==> config.mk <==
export PLATFORM = sky130hd
export DESIGN_NAME = seq_detect
export DESIGN_NICKNAME = d
export VERILOG_FILES = /design/src/rtl/seq_detect_pkg.sv /design/src/rtl/seq_detect_sat_counter.sv /design/src/rtl/seq_detect.sv
export SDC_FILE = /design/constraint.sdc
export NUM_CORES = 1
export LEC_CHECK = 0
export BUFFER_PORTS_ARGS = -buffer_cell sky130_fd_sc_hd__buf_2
export CAP_MARGIN = 20
export CORE_MARGIN = 5
export CORE_UTILIZATION = 50
export DETAILED_ROUTE_END_ITERATION = 12
export PLACE_DENSITY = 0.75
export SLEW_MARGIN = 20
export SYNTH_ARGS = -nofsm -noshare
export SYNTH_HDL_FRONTEND = slang
export SYNTH_SLANG_ARGS = --single-unit
export TNS_END_PERCENT = 1
==> constraint.sdc <==
create_clock -name clk -period 2.4 [get_ports clk]
set_clock_uncertainty 0.1 [all_clocks]
set_input_delay 0.12 -clock clk [delete_from_list [all_inputs] [get_ports clk]]
set_output_delay 0.12 -clock clk [all_outputs]
set_load 0.005 [all_outputs]
==> src/rtl/seq_detect_pkg.sv <==
// ---------------------------------------------------------------------------
// seq_detect_pkg
//   Shared constants and helpers for the serial pattern detector.
//   - DEF_PAT_W     : default pattern length in bits
//   - DEF_CNT_W     : default match counter width
//   - DEF_RESET_PAT : default pattern loaded at reset (oldest bit is the MSB)
//   - sat_inc()     : saturating increment for counters up to 32 bits wide
// ---------------------------------------------------------------------------
package seq_detect_pkg;

  localparam int          DEF_PAT_W     = 4;
  localparam int          DEF_CNT_W     = 8;
  localparam logic [3:0]  DEF_RESET_PAT = 4'b1011;

  // Increment v, but never past the largest value that fits in w bits.
  // Inputs and result are carried at 32 bits; callers truncate to w.
  function automatic logic [31:0] sat_inc(input logic [31:0] v,
                                          input int unsigned w);
    logic [31:0] max_v;
    max_v = (w >= 32) ? 32'hFFFF_FFFF : ((32'd1 << w) - 32'd1);
    return (v >= max_v) ? max_v : (v + 32'd1);
  endfunction

endpackage : seq_detect_pkg

==> src/rtl/seq_detect_sat_counter.sv <==
// ---------------------------------------------------------------------------
// sat_counter
//   Saturating up-counter with synchronous clear. Clear is applied before
//   the increment, so clr and inc together leave the counter at 1.
//   Ports:
//     clk     in  1 : rising-edge clock
//     reset_n in  1 : asynchronous active-low reset (counter -> 0)
//     clr     in  1 : synchronous clear
//     inc     in  1 : count request; holds at all-ones once reached
//     q       out W : current count
// ---------------------------------------------------------------------------
module sat_counter
  import seq_detect_pkg::*;
#(
  parameter int W = 8
) (
  input  logic         clk,
  input  logic         reset_n,
  input  logic         clr,
  input  logic         inc,
  output logic [W-1:0] q
);

  // sat_inc works on 32-bit values, so wider counters are not supported.
  generate
    if (W < 1 || W > 32) begin : g_bad_width
      $error("sat_counter: W must be in 1..32");
    end
  endgenerate

  logic [W-1:0] r_q;

  always_ff @(posedge clk or negedge reset_n) begin
    if (!reset_n) begin
      r_q <= '0;
    end else if (clr) begin
      r_q <= inc ? W'(1) : '0;
    end else if (inc) begin
      r_q <= W'(sat_inc(32'(r_q), W));
    end
  end

  assign q = r_q;

endmodule : sat_counter

==> src/rtl/seq_detect.sv <==
// ---------------------------------------------------------------------------
// seq_detect
//   Serial pattern detector. One bit of 'a' is shifted into a history
//   register on every cycle with en=1; when the newest PAT_W accepted bits
//   equal the active pattern, a one-cycle registered pulse is raised on y
//   and the saturating match counter advances.
//   Ports:
//     clk       in  1     : rising-edge clock
//     reset_n   in  1     : asynchronous active-low reset
//     en        in  1     : sample strobe for a
//     a         in  1     : serial data bit
//     overlap   in  1     : 1 = matches may share bits, 0 = restart after match
//     pat_load  in  1     : load pat_in as the new pattern (beats sampling)
//     pat_in    in  PAT_W : new pattern, bit PAT_W-1 oldest, bit 0 newest
//     cnt_clr   in  1     : synchronous clear of match_cnt
//     y         out 1     : match pulse
//     match_cnt out CNT_W : saturating number of matches
//     pattern   out PAT_W : active pattern
// ---------------------------------------------------------------------------
module seq_detect
  import seq_detect_pkg::*;
#(
  parameter int               PAT_W     = DEF_PAT_W,
  parameter int               CNT_W     = DEF_CNT_W,
  parameter logic [PAT_W-1:0] RESET_PAT = PAT_W'(DEF_RESET_PAT)
) (
  input  logic             clk,
  input  logic             reset_n,
  input  logic             en,
  input  logic             a,
  input  logic             overlap,
  input  logic             pat_load,
  input  logic [PAT_W-1:0] pat_in,
  input  logic             cnt_clr,
  output logic             y,
  output logic [CNT_W-1:0] match_cnt,
  output logic [PAT_W-1:0] pattern
);

  generate
    if (PAT_W < 2) begin : g_bad_pat_w
      $error("seq_detect: PAT_W must be at least 2");
    end
  endgenerate

  // fill counts accepted bits since the last reset/load/non-overlap match,
  // saturating at PAT_W; it is the only state the detector needs.
  localparam int               FILL_W    = $clog2(PAT_W + 1);
  localparam logic [FILL_W-1:0] FILL_FULL = FILL_W'(PAT_W);

  logic [PAT_W-1:0]  r_hist;
  logic [FILL_W-1:0] r_fill;
  logic [PAT_W-1:0]  r_pattern;
  logic              r_y;

  logic              w_sample;
  logic [PAT_W-1:0]  w_hist_next;
  logic [FILL_W-1:0] w_fill_next;
  logic              w_match;

  // A load in the same cycle swallows the bit on a.
  assign w_sample    = en & ~pat_load;
  assign w_hist_next = {r_hist[PAT_W-2:0], a};
  assign w_fill_next = (r_fill == FILL_FULL) ? FILL_FULL : (r_fill + FILL_W'(1));

  // The history is only trusted once PAT_W bits have arrived, which stops
  // the zero-initialised register from matching an all-zeros pattern early.
  assign w_match = w_sample && (w_fill_next == FILL_FULL) &&
                   (w_hist_next == r_pattern);

  always_ff @(posedge clk or negedge reset_n) begin
    if (!reset_n) begin
      r_hist    <= '0;
      r_fill    <= '0;
      r_pattern <= RESET_PAT;
      r_y       <= 1'b0;
    end else if (pat_load) begin
      r_pattern <= pat_in;
      r_hist    <= '0;
      r_fill    <= '0;
      r_y       <= 1'b0;
    end else if (en) begin
      r_hist <= w_hist_next;
      // Non-overlap mode forgets the matched bits by restarting the fill
      // count; hist keeps shifting but cannot match until refilled.
      r_fill <= (w_match && !overlap) ? '0 : w_fill_next;
      r_y    <= w_match;
    end else begin
      r_y <= 1'b0;
    end
  end

  sat_counter #(
    .W (CNT_W)
  ) u_cnt (
    .clk     (clk),
    .reset_n (reset_n),
    .clr     (cnt_clr),
    .inc     (w_match),
    .q       (match_cnt)
  );

  assign y       = r_y;
  assign pattern = r_pattern;

endmodule : seq_detect

==> qor.csv <==
metric,value,unit
outcome,finished clean,
antenna cells,0,
Final Worst Setup Slack,0.276,ns
crit path time final,2.12,ns
final non-filler cell total,150,
worst hold path type,input pin to register,
"Remaining Overflow, GRT",0,
slowest cell on the critical path,dfrtp_1,
Via-to-Cell Ratio,5.35,
max_cap viols,0,
root buffer cell,clkbuf_4,
H-tree levels,1,
worst reg2reg path startpoint,r_fill[0]$_DFFE_PN0P_,
initial core utilization,52.2,%
final hold slack,0.0276,ns
CTS tree,built,
Hold Startpoint,overlap,
P&R area growth vs syn,19.7,%
GRT Resource Usage Total,15.3,%
maximum vdd drop,0.376,mV
Pwr Density,478,nW/µm²
measured slew at the worst slew-check pin,0.414,ns
"Reg clk slew, reported paths",0.11,ns
vias,803,
mapped cell area,1020,µm²
register area share after synthesis,46.8,%
Max Slew Vio Count,0,
nets,138,
Crit path arrival time,2.24,ns
antenna violations before repair,0,
ys flop type,dfrtp_1,
post-synth top area cell,dfrtp_1,
Tcrit/Tclk final,88.5,%
Die Y,55.3,µm
final setup TNS,0,ns
CTS buffer count,3,
RSZ-0062 raised after global routing,no,
worst path required time,2.52,ns
first-pass GRT wire length,3790,µm
post-CTS resize count,0,
number of global-route vias before repair,822,
yosys warns,0,
"top cells by area, synth","dfrtp_1 39%, dfstp_2 7.7%, mux2i_1 5.9%, mux2_2 4.4%, nor2_1 4.4%",
Sink Count,19,
Die Footprint,3050,µm²
Fill cells,172,
cell chain of the critical path,ha_1 -> and3b_1 -> nor4b_2 -> and3_4 -> a41oi_1 -> a211oi_1,
Routed WL,2100,µm
Post-synth top cells,"16 x dfrtp_1, 12 x nor2_1, 6 x mux2i_1, 6 x nor3_1",
CTS max path bufs,2,
setup violators final,0,
Core Area,1960,µm²
Gate Count Post-Synth,94,
DP Area,1130,µm²
Avg Inst Size Synth,10.9,µm²
Buffers on Ports,23,
Synth top area share,39.1,%
CP max FO,14,
pre-CTS setup slack,0.285,ns
Util after Layout,62.5,%
Worst-Skew Late Latency,0.30,ns
DRT iter0 DRCs,9,
Hold Fails Final Rpt,0,
die width,55.3,µm
drt drc,0,
share of post-route cells with drive strength above 1,31.7,%
# rows,16,
CP peak stage delay,0.42,ns
TritonRoute pass-1 iters,4,
Relative slew margins,72.2,%
Detail Route Antenna Nets,0,
IO Count,24,
Wirelength per Cell,14.0,µm
ys async rst share,100,%
Placer Congestion,0.876,
critical setup path kind,register to register,
Synth Register Bits,19,
most common cell in the synthesized netlist,dfrtp_1,
Syn Nets,108,
"EDFF count, synth",0,
largest net degree at the start of global routing,20,
HPWL after detailed placement,1520,µm
Static Leakage,0.594,nW
Max Fclk,0.471,GHz
Tot Pwr,0.586,mW
placed insts,139,
Critical Path Start,r_fill[0]$_DFFE_PN0P_,
endpoint type of the worst setup path,register,
Critical Path Start Type,register,
Final Cell Area,1230,µm²
number of distinct library cells after synthesis,34,
## cells by family (layout without fill, tap and decap cells)
| group | count (synthesis) | in the layout | share of synthesized area [%] |
|---|---|---|---|
| and+or+nand+nor | 40 | 40 | 23.0 |
| DFF | 19 | 19 | 46.8 |
| AOI/OAI and AO/OA | 10 | 10 | 7.57 |
| muxes | 10 | 10 | 10.3 |
| buffers and inverters | 8 | 37 | 5.37 |
| xor gates and xnor gates | 4 | 4 | 3.42 |
| adders and majority gates | 3 | 3 | 3.66 |
## power breakdown
part           internal, mW  total (mW)  switching (mW)
Combinational        0.0387      0.0758          0.0371
Clock                0.0648       0.163          0.0983
Sequential            0.336       0.347          0.0113
Total                 0.439       0.586           0.147
## routing by layer
layer	up-vias	global-route usage, %	wire, µm
met5	-	0	0
met4	0	7.29	42
met3	5	3.03	68
met1	385	19.5	940
met2	14	24.8	1050
li1	399	-	-
## timing repair
action	CTS	global route
setup buffers	0	0
hold buffers	7	0
hold endpoints to repair	31	0
setup endpoints to repair	0	0
## area by class of cell
type | instances | area, µm² | share of cell area (%)
clock buffer | 4 | 26.3 | 2.14
inverter | 3 | 11.3 | 0.918
multi-input combinational | 67 | 490 | 40.0
sequential | 19 | 479 | 39.1
tap | 27 | 33.8 | 2.76
timing repair buffer | 30 | 185 | 15.1
## critical path, delay by kind of cell (launching register included)
kind,cells,cell delay [ns]
AND/OR/NAND/NOR,3,0.95
AO/OA/AOI/OAI,2,0.35
adder cells (fa/ha/maj),1,0.22
flip-flops,1,0.42
## flip-flops by register name, indices dropped and copies added, names as in the netlist
| name | cells |
|---|---|
| r_fill | 3 |
| pattern | 4 |
| u_cnt.q | 8 |
| y | 1 |
| r_hist | 3 |
## cell usage in the layout, fill, tap and decap left out, types with 2 or more instances in the layout
cell type / n
nand2_1: 3
inv_1: 3
ha_1: 3
dfstp_2: 3
clkbuf_4: 3
nand4_1: 2
nor3_1: 6
mux2_2: 4
nand2b_1: 2
mux2i_1: 6
a21oi_1: 2
a41oi_1: 2
nand3_1: 3
dlygate4sd3_1: 7
dfrtp_1: 16
and3_1: 2
buf_2: 23
a31oi_1: 3
nor2_1: 12
xor2_1: 4
## final timing paths
| check | to | slack [ns] | cells after the start |
|---|---|---|---|
| worst max register to register | u_cnt.q[4]$_DFFE_PN0P_ | 0.28 | 6 |
| min in group asynchronous | y$_DFF_PN0_ | 0.18 | 2 |
| worst min register to register | r_hist[2]$_DFFE_PN0P_ | 0.46 | 2 |
| max in group asynchronous | pattern[3]$_DFFE_PN1P_ | 1.69 | 2 |
| worst max-delay path | u_cnt.q[4]$_DFFE_PN0P_ | 0.28 | 6 |
| worst min-delay path | r_fill[2]$_DFFE_PN0P_ | 0.03 | 3 |
Note: power is estimated with default switching activity, not from simulation.
